## src/rtl/toggle_cover_scheduler.sv

```systemverilog
// Toggle-coverage report scheduler: first-hit capture per point, round-robin
// group arbitration onto a single valid/ready report port, covered-point count.
module toggle_cover_scheduler #(
    parameter int unsigned         W           = 20,
    parameter int unsigned         N_GROUPS    = 4,
    parameter int unsigned         IDX_W       = 64,
    parameter logic [IDX_W-1:0]    COVER_INDEX = '0,
    parameter int unsigned         CNT_W       = $clog2(N_GROUPS*W+1)
) (
    input  logic                  clock,
    input  logic                  reset,
    input  logic                  enable,
    input  logic                  clear,
    input  logic [N_GROUPS*W-1:0] valid,
    output logic                  report_valid,
    output logic [IDX_W-1:0]      report_index,
    input  logic                  report_ready,
    output logic [CNT_W-1:0]      hit_count,
    output logic                  all_covered
);

    localparam int unsigned P     = N_GROUPS * W;
    localparam int unsigned PT_W  = (P > 1) ? $clog2(P) : 1;
    localparam int unsigned PTR_W = (N_GROUPS > 1) ? $clog2(N_GROUPS) : 1;

    logic [P-1:0]        covered, covered_nxt;
    logic [P-1:0]        pending, pending_nxt;
    logic [PT_W-1:0]     slot_pt, slot_pt_nxt;
    logic [PTR_W-1:0]    rr_ptr, rr_ptr_nxt;
    logic                report_valid_nxt;
    logic [IDX_W-1:0]    report_index_nxt;
    logic [CNT_W-1:0]    hit_count_nxt;
    logic                all_covered_nxt;

    logic [P-1:0]        slot_onehot;
    logic [P-1:0]        new_hits;
    logic [N_GROUPS-1:0] grp_any;
    logic                sel_found;
    logic [PT_W-1:0]     sel_pt;
    logic [P-1:0]        sel_onehot;
    logic [PTR_W-1:0]    sel_rr;
    logic                handshake;
    logic                load_en;

    // Per-group "has pending work" flags
    always_comb begin
        grp_any = '0;
        for (int g = 0; g < int'(N_GROUPS); g++) begin
            grp_any[g] = |pending[g*W +: W];
        end
    end

    // Round-robin group pick: first pass from rr_ptr upward, second pass wraps to 0
    always_comb begin
        sel_found = 1'b0;
        sel_pt    = '0;
        sel_rr    = '0;
        for (int pass = 0; pass < 2; pass++) begin
            for (int g = 0; g < int'(N_GROUPS); g++) begin
                if (!sel_found && grp_any[g] && (pass == 1 || g >= int'(rr_ptr))) begin
                    sel_found = 1'b1;
                    sel_rr    = PTR_W'((g + 1) % int'(N_GROUPS));
                    for (int b = int'(W) - 1; b >= 0; b--) begin
                        if (pending[g*int'(W) + b]) begin
                            sel_pt = PT_W'(g*int'(W) + b);
                        end
                    end
                end
            end
        end
        sel_onehot = sel_found ? (P'(1) << sel_pt) : '0;
    end

    // Next-state: capture, handshake, slot load; clear overrides all of it
    always_comb begin
        slot_onehot      = report_valid ? (P'(1) << slot_pt) : '0;
        handshake        = report_valid && report_ready;
        load_en          = !report_valid || handshake;
        new_hits         = enable ? (valid & ~covered & ~pending & ~slot_onehot) : '0;

        covered_nxt      = covered;
        pending_nxt      = pending | new_hits;
        report_valid_nxt = report_valid;
        report_index_nxt = report_index;
        slot_pt_nxt      = slot_pt;
        rr_ptr_nxt       = rr_ptr;
        hit_count_nxt    = hit_count;

        if (handshake) begin
            covered_nxt   = covered | slot_onehot;
            hit_count_nxt = hit_count + CNT_W'(1);
        end

        if (load_en) begin
            report_valid_nxt = sel_found;
            if (sel_found) begin
                pending_nxt      = pending_nxt & ~sel_onehot;
                slot_pt_nxt      = sel_pt;
                report_index_nxt = COVER_INDEX + IDX_W'(sel_pt);
                rr_ptr_nxt       = sel_rr;
            end
        end

        if (clear) begin
            covered_nxt      = '0;
            pending_nxt      = '0;
            report_valid_nxt = 1'b0;
            report_index_nxt = report_index;
            slot_pt_nxt      = slot_pt;
            rr_ptr_nxt       = rr_ptr;
            hit_count_nxt    = '0;
        end

        all_covered_nxt = (hit_count_nxt == CNT_W'(P));
    end

    always_ff @(posedge clock or posedge reset) begin
        if (reset) begin
            covered      <= '0;
            pending      <= '0;
            report_valid <= 1'b0;
            report_index <= '0;
            slot_pt      <= '0;
            rr_ptr       <= '0;
            hit_count    <= '0;
            all_covered  <= 1'b0;
        end else begin
            covered      <= covered_nxt;
            pending      <= pending_nxt;
            report_valid <= report_valid_nxt;
            report_index <= report_index_nxt;
            slot_pt      <= slot_pt_nxt;
            rr_ptr       <= rr_ptr_nxt;
            hit_count    <= hit_count_nxt;
            all_covered  <= all_covered_nxt;
        end
    end

endmodule

```

## config.mk

```make
export PLATFORM = sky130hd
export DESIGN_NAME = toggle_cover_scheduler
export DESIGN_NICKNAME = d
export VERILOG_FILES = /design/src/rtl/toggle_cover_scheduler.sv
export SDC_FILE = /design/constraint.sdc
export NUM_CORES = 1
export LEC_CHECK = 0
export ABC_AREA = 0
export BUFFER_PORTS_ARGS = -buffer_cell sky130_fd_sc_hd__buf_2
export CORE_AREA = 2 2 158 160
export CTS_CLUSTER_SIZE = 14
export DETAILED_ROUTE_END_ITERATION = 10
export DIE_AREA = 0 0 160 162
export GPL_TIMING_DRIVEN = 0
export PLACE_DENSITY = 0.61
export SETUP_SLACK_MARGIN = 0.05
export SLEW_MARGIN = 15
export SYNTH_ARGS = -nofsm -noshare
export SYNTH_HDL_FRONTEND = slang
export SYNTH_SLANG_ARGS = --single-unit
```

## constraint.sdc

```tcl
create_clock -name clock -period 16.05 [get_ports clock]
set_input_delay 3.21 -clock clock [delete_from_list [all_inputs] [get_ports clock]]
set_output_delay 3.21 -clock clock [all_outputs]
set_load 0.1 [all_outputs]
```

# Word level (Yosys, flattened, before mapping)
# Index checks and enable logic that the tools add are counted.
totals:
  wordCells: 248
  inputBits: 85
  reg_bits: 178
  output_inout_bits: 73
classes:
  n_addsub: 1
  bitwise: 11
  n_eq_ne: 1
  reduce_logical: 27
  mux: 196
  order_cmp: 3
  shifts: 2
op_table:
  columns: ["op", "count"]
  rows:
  - ["2-to-1 mux 7 bit", 169]
  - ["2-to-1 mux 80 bit", 8]
  - ["bitwise AND 80 bit", 4]
  - ["NOT 80 bit", 4]
  - ["bitwise OR 80 bit", 2]
  - ["<< shifter 1 x 7 -> 80 bit (first input constant)", 2]
  - ["OR reduction 20 bit", 4]
  - ["2-to-1 mux 2 bit", 7]
  - ["logical AND 1 bit", 11]
  - ["2-to-1 mux 1 bit", 11]
  - ["logical NOT 1 bit", 8]
  - ["adder 7 x 1 -> 7 bit (second input constant)", 1]
  - ["== test 7 bit (second input constant)", 1]
  - ["2-to-1 mux 5 bit", 1]
  - [">= comparator 1 x 2 -> 1 bit (first input constant)", 2]
  - ["nonzero test 2 bit", 2]
  - ["AND reduction 3 bit", 1]
  - [">= comparator 2 bit (first input constant)", 1]
  - ["logical OR 1 bit", 1]
  - ["NOT 1 bit", 1]

# Longest topological paths before layout
# Gate-level depths: netlist of the first run.
logic_depth:
  ltp_word: 175
  mapped_depth: 11
  mapped_depth_nobuf: 8

# Worst setup path after synthesis of the first run
# Ideal clock, no wire load.
synth_timing:
  path_kind: "input-to-reg"
  startpoint: "input port report_ready"
  endpoint: "register pending[17]"
  t_required_ns: 15.899
  n_path_buf: 0
  arrival_ns: 4.418
  setup_time_ns: 0.151
  cell_stages: 6
  setup_slack_ns: 11.481
  cell_sequence: "nand2b_1 -> o21ai_1 -> a31oi_1 -> o211ai_1 -> nor3_2 -> a41oi_1"
synth_between:
  elab_chain_len: 4
synth_lines:
  columns: ["element", "line", "source"]
  rows:
  - ["start: declaration", "17", "input logic report_ready,"]
  - ["logical AND 1 bit", "77", "handshake = report_valid && report_ready;"]
  - ["logical OR 1 bit", "78", "load_en = !report_valid || handshake;"]
  - ["2-to-1 mux 80 bit", "94", "if (load_en) begin"]
  - ["2-to-1 mux 80 bit", "104", "if (clear) begin"]
  - ["via pending_nxt[17]", "27", "logic [P-1:0] pending, pending_nxt;"]
  - ["end signal: assignment", "129", "pending <= pending_nxt;"]
  - ["end: declaration", "27", null]
# The timed path passes the listed nets, and every way through them passes these cells.
# A chain may end at the register's enable or synchronous reset.

# Worst setup path after layout of the first run
layout_timing:
  startpoint: "input port clear"
  endpoint: "register covered[10]"
layout_between:
  elab_chain_len: 1
  word_cells_on_any_way: 2
  classes_between: "mux: 1; reduce/logical: 1"
layout_lines:
  columns: ["element", "line", "source"]
  rows:
  - ["start: declaration", "13", "input logic clear,"]
  - ["2-to-1 mux 80 bit or nonzero test 2 bit (tied branches)", null, null]
  - ["end signal: assignment", "128", "covered <= covered_nxt;"]
  - ["end: declaration", "26", "logic [P-1:0] covered, covered_nxt;"]
# Parallel ways exist; a longest one is shown, timed or not.

==> results by group, run 1 <==
Run status
  • Status: finished clean

Synth
  • Post-synth top area share: 41.5%
  • Cell Area, Synth: 10,700 sq um
  • Netlist cell types: 72
  • Syn_area_per_cell: 8.86 sq um
  • Ys async rst share: 100%
  • Dominant cell type by area after synthesis: dfrtp_1
  • Flops & latches, synth: 178
  • Mapped Cells: 1,212
  • Synth top area cells: dfrtp_1 41%, o21bai_1 5.9%, nor2_1 5.9%
  • Sequential-to-total area share from yosys stat: 41.5%
  • Number of synthesized flops with an enable pin: 0
  • Top_reg_cell synth: dfrtp_1
  • Ys Warns: 0

STA
  • Fin crit share: 33.9%
  • RSZ-0062 raised after global routing: no
  • Setup tns final: 0 ps
  • Least-Margin Pin Slew: 973 ps
  • Min cycle time layout: 5450 ps
  • Fmax: 184 MHz
  • Clock Skew: 14.8 ps
  • Fin. max-slew vios: 0
  • Final Hold Viols: 0
  • Slew margin rel.: 34.6%
  • Final setup violation count: 0

Setup path
  • Worst path max stage delay: 720 ps
  • R2R depth: 9
  • Worst Path Max Fanout: 10
  • Worst setup EP type: flip-flop
  • Flop-to-flop setup slack: 11,400 ps
  • Critical path class: input pin to flip-flop
  • Crit Reg-Reg Startpoint: pending[78]$_DFF_PP0_
  • R2r endpoint: pending[10]$_DFF_PP0_
  • CP Data Arrival Time: 5740 ps
  • CP cell instances: clkbuf_1 -> clkbuf_1 -> clkbuf_1 -> clkbuf_1 -> nor2_1
  • Crit path top cell by count: clkbuf_1
  • Critical path required time: 16,340 ps
  • Worst path slowest cell: clkbuf_1
  • Critical Path Start Type: input pin

Global routing
  • Global Route Usage Sum: 30.8%
  • Largest net degree at the start of global routing: 105
  • Initial antenna violation count: 0
  • GRT overflow: 0
  • Vias in the first global route: 9,691
  • First-pass GRT wire length: 59.6 mm

Placement
  • Placed wire-length estimate: 30.6 mm
  • Placer's final routability congestion estimate: 0.982
  • I/O Buffers: 98
  • Placed Cells incl. Taps: 1,691
  • Placed inst area: 11,900 sq um

Floorplanning
  • Die area: 25,900 sq um
  • Initial Util: 44.6%
  • Die width: 160 microns
  • Die span in y: 162 microns
  • Core area: 24,100 sq um
  • Row count: 57
  • Num ports: 158

Final layout
  • Layout Utilization: 51.9%
  • Most frequent cells in the layout: 178 x dfrtp_1, 168 x nor2_1, 108 x nand2_1, 107 x buf_2, 106 x a21oi_1
  • Final cell count without fillers: 1,723
  • Ant. Diodes: 0
  • Finished layout cell area: 12,500 sq um
  • Commonest non-fill, non-tap cell in the layout: dfrtp_1
  • Share of cells above drive strength 1: 18.2%
  • Layout net count: 1,472
  • Area grow syn2layout: 16.5%

Clock tree
  • Worst skew pair latency: 450 ps
  • Clock net sink count: 178
  • Clock root buffer master: clkbuf_16
  • Max clock buf depth: 2
  • Num CTS Buffers: 17
  • Post-CTS Setup Bufs: 0
  • Hold Buf Count CTS: 0
  • # H-tree levels: 4
  • CTS clock-pin slew for the worst setup and hold paths: 80 ps
  • CTS tree: done
  • Post-CTS Resized: 0

Routing
  • DRC violations left: 0
  • Wire length on met1: 17.3 mm
  • Antenna-violating nets left: 0
  • WL met3: 2.67 mm
  • Via count: 10,300
  • Drt pass-1 iters: 5
  • DR iter-0 viols: 1,006
  • Top Layer Used: met4
  • WL/cell: 23.3 microns
  • DR vias/cell: 5.98
  • Overall routed net length: 40.1 mm
  • Met2 routed WL: 18.7 mm

Min path
  • Min-delay src: covered[46]$_DFFE_PP0P_
  • HP Class: flip-flop to flip-flop
  • WHS Endpoint: covered[46]$_DFFE_PP0P_
  • Hold path depth: 2

Power and ir drop
  • Maximum vdd drop: 113 uV
  • Pwr dens: 155 nW/um^2
  • Total power draw: 1940 uW
  • Lkg Pwr: 0.00553 uW

Job
  • Max-cap violations: 0
worst max path at each step:
stage | from | end | slack [ps] | cells past startpoint
2_1_floorplan | reset | all_covered$_DFF_PP0_ | 8010 | 1
3_3_place_gp | reset | pending[41]$_DFF_PP0_ | 5780 | 2
3_5_place_dp | clear | covered[17]$_DFFE_PP0P_ | 10230 | 5
4_1_cts | clear | covered[18]$_DFFE_PP0P_ | 10690 | 5
5_1_grt | clear | covered[16]$_DFFE_PP0P_ | 10610 | 5
6_report | clear | covered[10]$_DFFE_PP0P_ | 10600 | 5
synth_stat cells (5+ instances only):
| cell | number |
|---|---|
| a41oi_1 | 68 |
| buf_6 | 5 |
| o21ai_1 | 6 |
| dfrtp_1 | 178 |
| nor4_1 | 24 |
| o31ai_1 | 12 |
| nor3_2 | 5 |
| a41oi_2 | 13 |
| inv_1 | 20 |
| nand2b_1 | 9 |
| or4_1 | 9 |
| nor4_2 | 7 |
| nand2_1 | 108 |
| a211oi_1 | 82 |
| o21bai_1 | 85 |
| nand4_1 | 6 |
| nor2_1 | 168 |
| o21ai_0 | 25 |
| nand3_1 | 14 |
| and2_1 | 6 |
| clkbuf_1 | 68 |
| buf_4 | 58 |
| a21oi_1 | 106 |
| and3_1 | 8 |
| nor2b_1 | 7 |
| buf_2 | 9 |
| nor3_1 | 16 |
| or2_2 | 6 |
sequential cells by signal, indices dropped and copies added (netlist names):
name / cells
pending: 80
all_covered: 1
hit_count: 7
report_valid: 1
rr_ptr: 2
slot_pt: 7
covered: 80
final cells by class:
| type | count | area [sq um] |
|---|---|---|
| Fill cell | 2317 | 11600 |
| Multi-Input combinational cell | 927 | 5620 |
| Sequential cell | 178 | 4450 |
| Buffer | 143 | 803 |
| Timing Repair Buffer | 99 | 518 |
| Clock buffer | 17 | 425 |
| Tap cell | 324 | 405 |
| Clock inverter | 15 | 209 |
| Inverter | 20 | 82.6 |
cell families (layout without fill, tap and decap cells):
group	count (synthesis)	after routing	share of synthesized area, %
other	1	57	0.0349
AND/OR/NAND/NOR	425	425	19.9
buffers and inverters	163	294	8.18
flip-flops	178	178	41.5
adder cells (fa/ha/maj)	1	1	0.116
multiplexers	1	1	0.0932
AO/OA/AOI/OAI	437	437	29.7
XOR/XNOR	6	6	0.489
worst max-delay path, delay by kind of cell:
kind,cells,cell delay [ps]
buffers and inverters,4,2400
and+or+nand+nor,1,120
power by group:
group	switching (uW)	leakage, uW	internal [uW]	total [uW]
logic	726	0.00282	224	951
registers	53.1	0.00240	481	534
clock network	216	0.000304	242	458
total	995	0.00553	947	1940
stage by stage:
step / hold slack [ps] / setup WS, ps
after global routing: 512 / 10610
after floorplan: 464 / 8010
after global placement: 475 / 5780
after detailed placement: 485 / 10230
final: 500 / 10600
after CTS: 503 / 10690
per-layer routing:
metal,up-vias,GRT usage [%]
li1,4757,-
met1,5033,41.7
met2,455,49.9
met3,60,5.21
met4,0,11.3
met5,-,0
Note: power is estimated with default switching activity, not from simulation.
==> run 2: changes to the inputs <==
Settings changed: ABC_AREA 0 to 1, CORE_AREA 2 2 158 160 to 2 2 159 161, DIE_AREA 0 0 160 162 to 0 0 161 163.
Clock period 16.05 ns to 5.4 ns, I/O delays scaled along.
==> run 2 against run 1 <==
  * The flow now finishes with violations (setup timing)
  * Synthesized cell count rose by 34%
  * Sequential share of layout area fell by 2.7 points
  * Total power rose to 3.3 times the previous value
  * Largest cell class unchanged
  * Sequential power rose to 2.9 times the previous value
  * Count of clock-buffer cells in the layout did not move
  * Core utilization rose by 3.0 points
  * Highest routed layer unchanged
  * Via count rose by 11%
==> results by group, run 2 <==
Setup path
  • Crit Reg-Reg Startpoint: pending[4]$_DFF_PP0_
  • R2R depth: 113
  • R2r endpoint: pending[10]$_DFF_PP0_
  • Critical path required time: 5750 ps
  • CP top delay family: simple AND/OR/NAND/NOR gates
  • Worst Path Max Fanout: 5
  • Worst path slowest cell: dfrtp_1
  • Crit path buf inv count: 1
  • Levels on crit path: 113
  • Critical Path Start Type: flip-flop
  • Worst setup endpoint: pending[10]$_DFF_PP0_
  • Worst setup EP type: flip-flop
  • Flop-to-flop setup slack: -2580 ps
  • CP Data Arrival Time: 8330 ps
  • Worst path max stage delay: 390 ps
  • CP startpoint: pending[4]$_DFF_PP0_
  • Crit path top cell by count: nand2_1
  • Critical path class: flip-flop to flip-flop

Synth
  • Sequential-to-total area share from yosys stat: 40.7%
  • Dominant cell type by area after synthesis: dfrtp_1
  • Mapped Cells: 1,627
  • Number of synthesized flops with an enable pin: 0
  • Cell Area, Synth: 10,900 sq um
  • Ys Warns: 0
  • Flops & latches, synth: 178
  • Synth top area cells: dfrtp_1 41%, nand2_1 12%, inv_1 9.3%
  • Post-synth top area share: 40.7%
  • Syn_area_per_cell: 6.73 sq um
  • Count leader, synth: nand2_1
  • Synth top cells by count: 359 x nand2_1, 271 x inv_1, 228 x nor2_1
  • Ys async rst share: 100%
  • Top_reg_cell synth: dfrtp_1
  • Netlist cell types: 43

Routing
  • Drt pass-1 iters: 6
  • Overall routed net length: 43.4 mm
  • Via count: 11,400
  • WL/cell: 20.0 microns
  • Antenna-violating nets left: 0
  • DRC violations left: 0
  • DR vias/cell: 5.25
  • DR iter-0 viols: 1,095

Clock tree
  • Max clock buf depth: 2
  • CTS tree: done
  • Hold Buf Count CTS: 0
  • Clock root buffer master: clkbuf_16
  • Worst skew pair latency: 460 ps
  • Num CTS Buffers: 17
  • CTS clock-pin slew for the worst setup and hold paths: 80 ps
  • # H-tree levels: 4
  • Clock net sink count: 178

STA
  • Final setup violation count: 82
  • Fin. max-slew vios: 0
  • RSZ-0062 raised after global routing: yes
  • Setup tns final: -200,120 ps
  • Min cycle time layout: 7980 ps
  • Final worst slack: -2580 ps
  • Fin crit share: 148%
  • Slew margin rel.: 30.4%
  • Fmax: 125 MHz
  • Final Hold Viols: 0
  • Clock Skew: 11.7 ps
  • Least-Margin Pin Slew: 1040 ps

Floorplanning
  • Die area: 26,200 sq um
  • Initial Util: 44.4%
  • Core area: 24,700 sq um
  • Num ports: 158
  • Die span in y: 163 microns
  • Die width: 161 microns
  • Row count: 58

Final layout
  • Commonest non-fill, non-tap cell in the layout: nand2_1
  • Share of cells above drive strength 1: 19.2%
  • FF+latch area: 4450 sq um
  • Multi-input logic area: 5550 sq um
  • Most frequent cells in the layout: 340 x nand2_1, 267 x inv_1, 211 x nor2_1, 178 x dfrtp_1, 142 x a21oi_1
  • Fill cells: 2,533
  • Layout Utilization: 54.9%
  • Area grow syn2layout: 23.8%
  • Layout net count: 1,914
  • Largest regs: covered x80, pending x80

Job
  • Max-cap violations: 0

Min path
  • HP Class: flip-flop to flip-flop

Placement
  • Placer's final routability congestion estimate: 0.988
  • I/O Buffers: 97
  • Placed wire-length estimate: 34.7 mm

Global routing
  • Vias in the first global route: 10,600
  • Initial antenna violation count: 1
  • Largest net degree at the start of global routing: 36
  • Global Route Usage Sum: 33.1%
  • GRT overflow: 0
  • First-pass GRT wire length: 63.6 mm

Power and ir drop
  • Lkg Pwr: 0.00661 uW
  • Maximum vdd drop: 361 uV
  • Pwr dens: 469 nW/um^2

Run status
  • Failing checks: setup timing
  • Status: complete, but fails checks
run 2: cell types whose count changed after synthesis, sizes merged, moves of 26 or more:
cell and delta:
a211oi -82, a21oi +55, a41oi -80, inv +252
nand2 +257, nand3 +116, nor2 +72, nor4 -26
o21ai +27, o21bai -84
run 2: logic make-up (layout without fill, tap and decap cells):
family          count (synthesis)  in the layout  share of synthesized area, %
compound gates                265            265                          13.2
other cells                     1             58                        0.0343
xor+xnor                        1              1                        0.0800
flops                         178            178                          40.7
simple gates                  787            787                          30.4
buf+inv                       394            552                          15.5
fa+ha+maj                       1              1                         0.114
run 2: worst reg2reg max path, delay by kind of cell (launching register included):
kind / cells / cell delay, ps
buf+inv: 1 / 50
flops: 1 / 390
simple gates: 112 / 7360
run 2: how the worst min path moves through the flow:
stage                       startpoint                 endpoint  slack (ps)  cells past startpoint
4_1_cts        covered[42]$_DFFE_PP0P_  covered[42]$_DFFE_PP0P_         500                      1
5_1_grt        covered[42]$_DFFE_PP0P_  covered[42]$_DFFE_PP0P_         520                      1
2_1_floorplan  covered[32]$_DFFE_PP0P_  covered[32]$_DFFE_PP0P_         460                      2
6_report       covered[58]$_DFFE_PP0P_  covered[58]$_DFFE_PP0P_         500                      1
3_5_place_dp   covered[42]$_DFFE_PP0P_  covered[42]$_DFFE_PP0P_         480                      1
3_3_place_gp   covered[42]$_DFFE_PP0P_  covered[42]$_DFFE_PP0P_         480                      1
run 2: what timing repair did:
action,CTS,global route
setup buffers,16,7
gates resized for setup,99,37
setup endpoints to repair,82,83
pin swaps,28,35
endpoints found under the hold margin,0,0
run 2: cell type report:
cell class / count / area share (%)
multi-input combinational: 1111 / 41.0
sequential: 178 / 32.9
inverter: 275 / 7.64
timing repair buffer: 126 / 5.85
buffer: 119 / 4.90
clock buffer: 17 / 3.14
tap: 330 / 3.05
clock inverter: 15 / 1.58
antenna: 1 / 0.0185
run 2: per-stage QoR:
stage / worst slack, ps / cell area (sq um) / power, uW / hold WS (ps) / instances
2_1_floorplan: -816 / 11200 / 3440 / 463 / 1683
3_3_place_gp: -2800 / 12100 / 4300 / 475 / 2110
3_5_place_dp: -2810 / 12200 / 4300 / 484 / 2116
4_1_cts: -2580 / 13400 / 6120 / 502 / 2164
5_1_grt: -3560 / 13600 / 6620 / 518 / 2171
6_report: -2580 / 13600 / 6360 / 497 / 2172
run 2: layer usage:
metal / wire length, microns / track usage [%] / vias to the layer above
met5: 0 / 0 / -
met4: 1530 / 9.70 / 0
met3: 3880 / 7.05 / 91
met2: 19600 / 54.1 / 530
met1: 18400 / 44.6 / 5342
li1: - / - / 5431
run 2: power breakdown:
group / internal (uW) / total [uW] / leakage, uW / switching (uW)
registers: 1440 / 1530 / 0.00240 / 90.1
logic: 806 / 3470 / 0.00389 / 2660
clock network: 716 / 1360 / 0.000311 / 648
total: 2960 / 6360 / 0.00661 / 3400
